**src/rtl/dcache_data_array_ctrl.sv**
```systemverilog
// rtl/dcache_data_array_ctrl.sv - valid/ready front end for the dual-port dcache data SRAM macro.
// Optional build macro DCACHE_DATA_CONFLICT_STALL_EN holds off p1 reads of a line that p0 is writing.
module dcache_data_array_ctrl #(
    parameter int NUM_WMASKS = 32,
    parameter int DATA_WIDTH = 256,
    parameter int ADDR_WIDTH = 4
) (
    input  logic                  clk,
    input  logic                  rst,
    input  logic                  p0_req_valid,
    output logic                  p0_req_ready,
    input  logic                  p0_req_we,
    input  logic [ADDR_WIDTH-1:0] p0_req_addr,
    input  logic [NUM_WMASKS-1:0] p0_req_wmask,
    input  logic [DATA_WIDTH-1:0] p0_req_wdata,
    output logic                  p0_resp_valid,
    input  logic                  p0_resp_ready,
    output logic [DATA_WIDTH-1:0] p0_resp_rdata,
    input  logic                  p1_req_valid,
    output logic                  p1_req_ready,
    input  logic [ADDR_WIDTH-1:0] p1_req_addr,
    output logic                  p1_resp_valid,
    input  logic                  p1_resp_ready,
    output logic [DATA_WIDTH-1:0] p1_resp_rdata,
    output logic                  sram_csb0,
    output logic                  sram_web0,
    output logic [NUM_WMASKS-1:0] sram_wmask0,
    output logic [ADDR_WIDTH-1:0] sram_addr0,
    output logic [DATA_WIDTH-1:0] sram_din0,
    input  logic [DATA_WIDTH-1:0] sram_dout0,
    output logic                  sram_csb1,
    output logic [ADDR_WIDTH-1:0] sram_addr1,
    input  logic [DATA_WIDTH-1:0] sram_dout1
);

    typedef enum logic [1:0] {
        ST_IDLE    = 2'd0,
        ST_RD_WAIT = 2'd1,
        ST_RESP    = 2'd2
    } state_t;

    state_t                r_p0_state;
    state_t                r_p1_state;
    logic                  r_p0_resp_valid;
    logic                  r_p1_resp_valid;
    logic [DATA_WIDTH-1:0] r_p0_resp_rdata;
    logic [DATA_WIDTH-1:0] r_p1_resp_rdata;

    logic w_p0_ready;
    logic w_p1_ready_base;
    logic w_p1_ready;
    logic w_p1_conflict;
    logic w_p0_accept;
    logic w_p0_rd_accept;
    logic w_p0_wr_accept;
    logic w_p1_accept;

    // A port can take a new request when idle, or in the same cycle its pending response drains.
    assign w_p0_ready      = !rst && ((r_p0_state == ST_IDLE) ||
                                      ((r_p0_state == ST_RESP) && p0_resp_ready));
    assign w_p1_ready_base = !rst && ((r_p1_state == ST_IDLE) ||
                                      ((r_p1_state == ST_RESP) && p1_resp_ready));

    assign w_p0_accept    = p0_req_valid && w_p0_ready;
    assign w_p0_rd_accept = w_p0_accept && !p0_req_we;
    assign w_p0_wr_accept = w_p0_accept && p0_req_we;

`ifdef DCACHE_DATA_CONFLICT_STALL_EN
    logic                  r_wr_pend_q;
    logic [ADDR_WIDTH-1:0] r_wr_addr_q;

    // Covers both the write issuing now and the one the macro is still committing.
    assign w_p1_conflict = (w_p0_wr_accept && (p0_req_addr == p1_req_addr)) ||
                           (r_wr_pend_q && (r_wr_addr_q == p1_req_addr));

    always_ff @(posedge clk or posedge rst) begin
        if (rst) begin
            r_wr_pend_q <= 1'b0;
            r_wr_addr_q <= '0;
        end else begin
            r_wr_pend_q <= w_p0_wr_accept;
            r_wr_addr_q <= p0_req_addr;
        end
    end
`else
    assign w_p1_conflict = 1'b0;
`endif

    assign w_p1_ready  = w_p1_ready_base && !w_p1_conflict;
    assign w_p1_accept = p1_req_valid && w_p1_ready;

    assign p0_req_ready  = w_p0_ready;
    assign p1_req_ready  = w_p1_ready;
    assign p0_resp_valid = r_p0_resp_valid;
    assign p1_resp_valid = r_p1_resp_valid;
    assign p0_resp_rdata = r_p0_resp_rdata;
    assign p1_resp_rdata = r_p1_resp_rdata;

    assign sram_csb0   = !w_p0_accept;
    assign sram_web0   = !w_p0_wr_accept;
    assign sram_wmask0 = p0_req_wmask;
    assign sram_addr0  = p0_req_addr;
    assign sram_din0   = p0_req_wdata;
    assign sram_csb1   = !w_p1_accept;
    assign sram_addr1  = p1_req_addr;

    // Writes are posted and never leave IDLE, so back-to-back writes stream one per cycle.
    always_ff @(posedge clk or posedge rst) begin
        if (rst) begin
            r_p0_state      <= ST_IDLE;
            r_p0_resp_valid <= 1'b0;
            r_p0_resp_rdata <= '0;
        end else begin
            case (r_p0_state)
                ST_IDLE: begin
                    if (w_p0_rd_accept) r_p0_state <= ST_RD_WAIT;
                end
                ST_RD_WAIT: begin
                    r_p0_resp_rdata <= sram_dout0;
                    r_p0_resp_valid <= 1'b1;
                    r_p0_state      <= ST_RESP;
                end
                ST_RESP: begin
                    if (p0_resp_ready) begin
                        r_p0_resp_valid <= 1'b0;
                        r_p0_state      <= w_p0_rd_accept ? ST_RD_WAIT : ST_IDLE;
                    end
                end
                default: r_p0_state <= ST_IDLE;
            endcase
        end
    end

    always_ff @(posedge clk or posedge rst) begin
        if (rst) begin
            r_p1_state      <= ST_IDLE;
            r_p1_resp_valid <= 1'b0;
            r_p1_resp_rdata <= '0;
        end else begin
            case (r_p1_state)
                ST_IDLE: begin
                    if (w_p1_accept) r_p1_state <= ST_RD_WAIT;
                end
                ST_RD_WAIT: begin
                    r_p1_resp_rdata <= sram_dout1;
                    r_p1_resp_valid <= 1'b1;
                    r_p1_state      <= ST_RESP;
                end
                ST_RESP: begin
                    if (p1_resp_ready) begin
                        r_p1_resp_valid <= 1'b0;
                        r_p1_state      <= w_p1_accept ? ST_RD_WAIT : ST_IDLE;
                    end
                end
                default: r_p1_state <= ST_IDLE;
            endcase
        end
    end

endmodule

```
**config.mk**
```make
export PLATFORM = sky130hd
export DESIGN_NAME = dcache_data_array_ctrl
export DESIGN_NICKNAME = d
export VERILOG_FILES = /design/src/rtl/dcache_data_array_ctrl.sv
export SDC_FILE = /design/constraint.sdc
export NUM_CORES = 1
export LEC_CHECK = 0
export ABC_AREA = 1
export ABC_CLOCK_PERIOD_IN_PS = 17700
export BUFFER_PORTS_ARGS = -buffer_cell sky130_fd_sc_hd__buf_2
export CORE_AREA = 2 2 633 635
export DETAILED_ROUTE_END_ITERATION = 8
export DIE_AREA = 0 0 635 637
export GPL_TIMING_DRIVEN = 1
export SYNTH_ARGS = -nofsm -noshare
export SYNTH_HDL_FRONTEND = slang
export SYNTH_SLANG_ARGS = --single-unit
```
**constraint.sdc**
```tcl
create_clock -name clk -period 17.7 [get_ports clk]
set_clock_uncertainty 0.1 [all_clocks]
set_input_delay 0.885 -clock clk [delete_from_list [all_inputs] [get_ports clk]]
set_output_delay 0.885 -clock clk [all_outputs]
set_load 0.02 [all_outputs]
```
==> flow_summary.toml <==
[placed_design]
hpwl_mm = 264
dpl.cell_count = 8412
dp_slack_ns = 13.33
place.gp.congestion = 0.887
port-buffer-count = 1037

[detailed_routing]
antenna_left = 0
drtIter0Drc = 2216
drc = 29
via_per_inst = 2.72
route.vias.total = 23591
wl_mm = 297
wl_per_cell_um = 34.1
dr.pass1.iters = 9

[clock_tree]
postCtsHoldBufs = 0
cts_root_buffer = "clkbuf_16"
cts_setup_buffers = 0
clk_latency_ns = 0.79
cts.htree.levels = 3
clk_path_buf_depth = 4
numCtsBuffers = 78
clkTransAtPathRegs_ns = 0.06
cts_tree = "done"
clkSinkCount = 518
cts_resized = 0

[critical_path]
max_stage_delay_ns = 0.71
timing.rr.start = "r_p0_state[0]$_DFFE_PP0P_"
crit_arrival_ns = 2.44
crit_type = "reg -> out"
slowest_stage = "dfrtp_4"
cp_cell_sequence = "nor2_1 -> and2_1 -> buf_2"
critPathCaptureType = "output pin"
cp_max_fo = 38
rrSetupSlack_ns = 14.60
crit_required_ns = 16.72
cp-start-kind = "register"
worstReg2RegEnd = "p0_resp_rdata[115]$_DFFE_PP0P_"
r2r_cells = 4

[cells_and_area]
final_common_cell = "buf_2"
syn2layout_area_growth_pct = 51.6
layout.cells.non_filler = 8688
drive_gt1_frac = 0.363
mostFrequentLayoutCells = "buf_2 (1,037), nand2_1 (1,032), dfrtp_1 (516), nand3_1 (515), clkbuf_16 (79)"
nNetsFinal = 4042
fill_cells = 46399

[floorplan]
core.rowCount = 232
design.die.area_sq_mm = 0.404
io_pins = 1630
die_h_um = 637
initial_utilization = 0.0572
core_area_sq_mm = 0.398
die_width_um = 635

[pwr]
total_power_mw = 5.03
vdd_drop_max_mv = 0.0580
power.density_mw_per_mm2 = 146
p_leak_nw = 16.4

[grt]
grt_pass1_vias = 21387
grt_antenna_before_repair = 442
grt_max_degree = 104
grtUsageTotal = 0.142
grt_remaining_overflow = 0
grt_pass1_wl_mm = 347

[sta]
fin_setup_tns_ns = 0
fin_crit_sh = 0.194
fin_hold_ws_ns = 0.159
finalSetupViolations = 0
drv_slew = 0
hold_viol = 0
rsz0062_at_grt = "no"
finalCriticalPeriod_ns = 3.43
worst_slack_ns = 14.27
fmax_mhz = 292
tightest_slew_ns = 1.17
slew_headroom = 0.218

[yosys]
ys_seq_elements = 518
synth_nets = 3368
ys_seq_area_frac = 0.570
syn_inst = 2553
syn_area_sq_mm = 0.0227
ys_types = 15
synth_warnings = 0
synth_area_per_cell_sq_um = 8.91

[job]
drv_cap = 0

[worst_hold_path]
hold_class = "in -> async"

[run_status]
status = "finished with violations"
violations = "design-rule violations"
==> cells by family after synthesis <==
logic type	after synthesis	share of synthesized area
AND/OR/NAND/NOR	1556	0.286
flip-flops	518	0.570
buffers and inverters	477	0.144
AO/OA/AOI/OAI	2	0.000440
==> report_power, final <==
part / total (mW) / internal (mW) / switching [mW]
Combinational: 1.70 / 0.379 / 1.32
Clock: 1.66 / 0.977 / 0.679
Sequential: 1.67 / 1.49 / 0.177
==> cells in the mapped netlist (all sizes together) <==
master	n	share of area
buf	455	0.14
dfrtp	518	0.57
nand2	1034	0.17
o21ai	2	0.00044
nand3	515	0.11
inv	11	0.0018
and2	1	0.00028
nand4	1	0.00028
clkbuf	11	0.0018
nor2	5	0.00083
==> routing by layer <==
metal	global-route usage	vias to the layer above	share of wire
met1	0.138	10934	0.33
met4	0.0367	236	0.037
met3	0.152	891	0.23
li1	-	9384	-
met2	0.200	2146	0.40
met5	0.0119	-	0.0075
==> layout make-up <==
type	count	area [sq um]	area share
Antenna cell	140	350	0.0102
Clock buffer	103	2190	0.0634
Clock inverter	33	425	0.0123
Inverter	11	63.8	0.00185
Multi-Input combinational cell	1558	6530	0.189
Sequential cell	518	13000	0.376
Tap cell	5265	6590	0.191
Timing Repair Buffer	1060	5360	0.156
==> stage by stage <==
step | instance area, sq um | util
finish | 34500 | 0.0866
global route | 34200 | 0.0860
CTS | 34100 | 0.0858
detailed placement | 31500 | 0.0792
global placement | 31500 | 0.0792
floorplan | 22700 | -
==> critical path, delay by kind of cell, from the launching register on <==
kind          cells  cell delay (ns)
flops             1             0.71
simple gates      2             0.66
buf+inv           1             0.25
==> flip-flops by register name, summed over array words and instances (netlist names) <==
signal,cells
p1_resp_rdata,256
p0_resp_rdata,256
r_p1_state,2
p1_resp_valid,1
r_p0_state,2
p0_resp_valid,1
==> worst max-delay path by stage <==
stage / start / end / slack (ns) / depth (start not counted)
after floorplan: rst / p0_resp_rdata[0]$_DFFE_PP0P_ / 2.25 / 1
after global placement: rst / p1_resp_rdata[185]$_DFFE_PP0P_ / 13.42 / 5
after detailed placement: rst / p1_resp_rdata[198]$_DFFE_PP0P_ / 13.33 / 5
after CTS: r_p0_state[0]$_DFFE_PP0P_ / sram_web0 / 14.12 / 3
after global routing: rst / p1_resp_rdata[206]$_DFFE_PP0P_ / 13.89 / 5
final: r_p0_state[0]$_DFFE_PP0P_ / p0_req_ready / 14.27 / 3
Note: power is estimated with default switching activity, not from simulation.
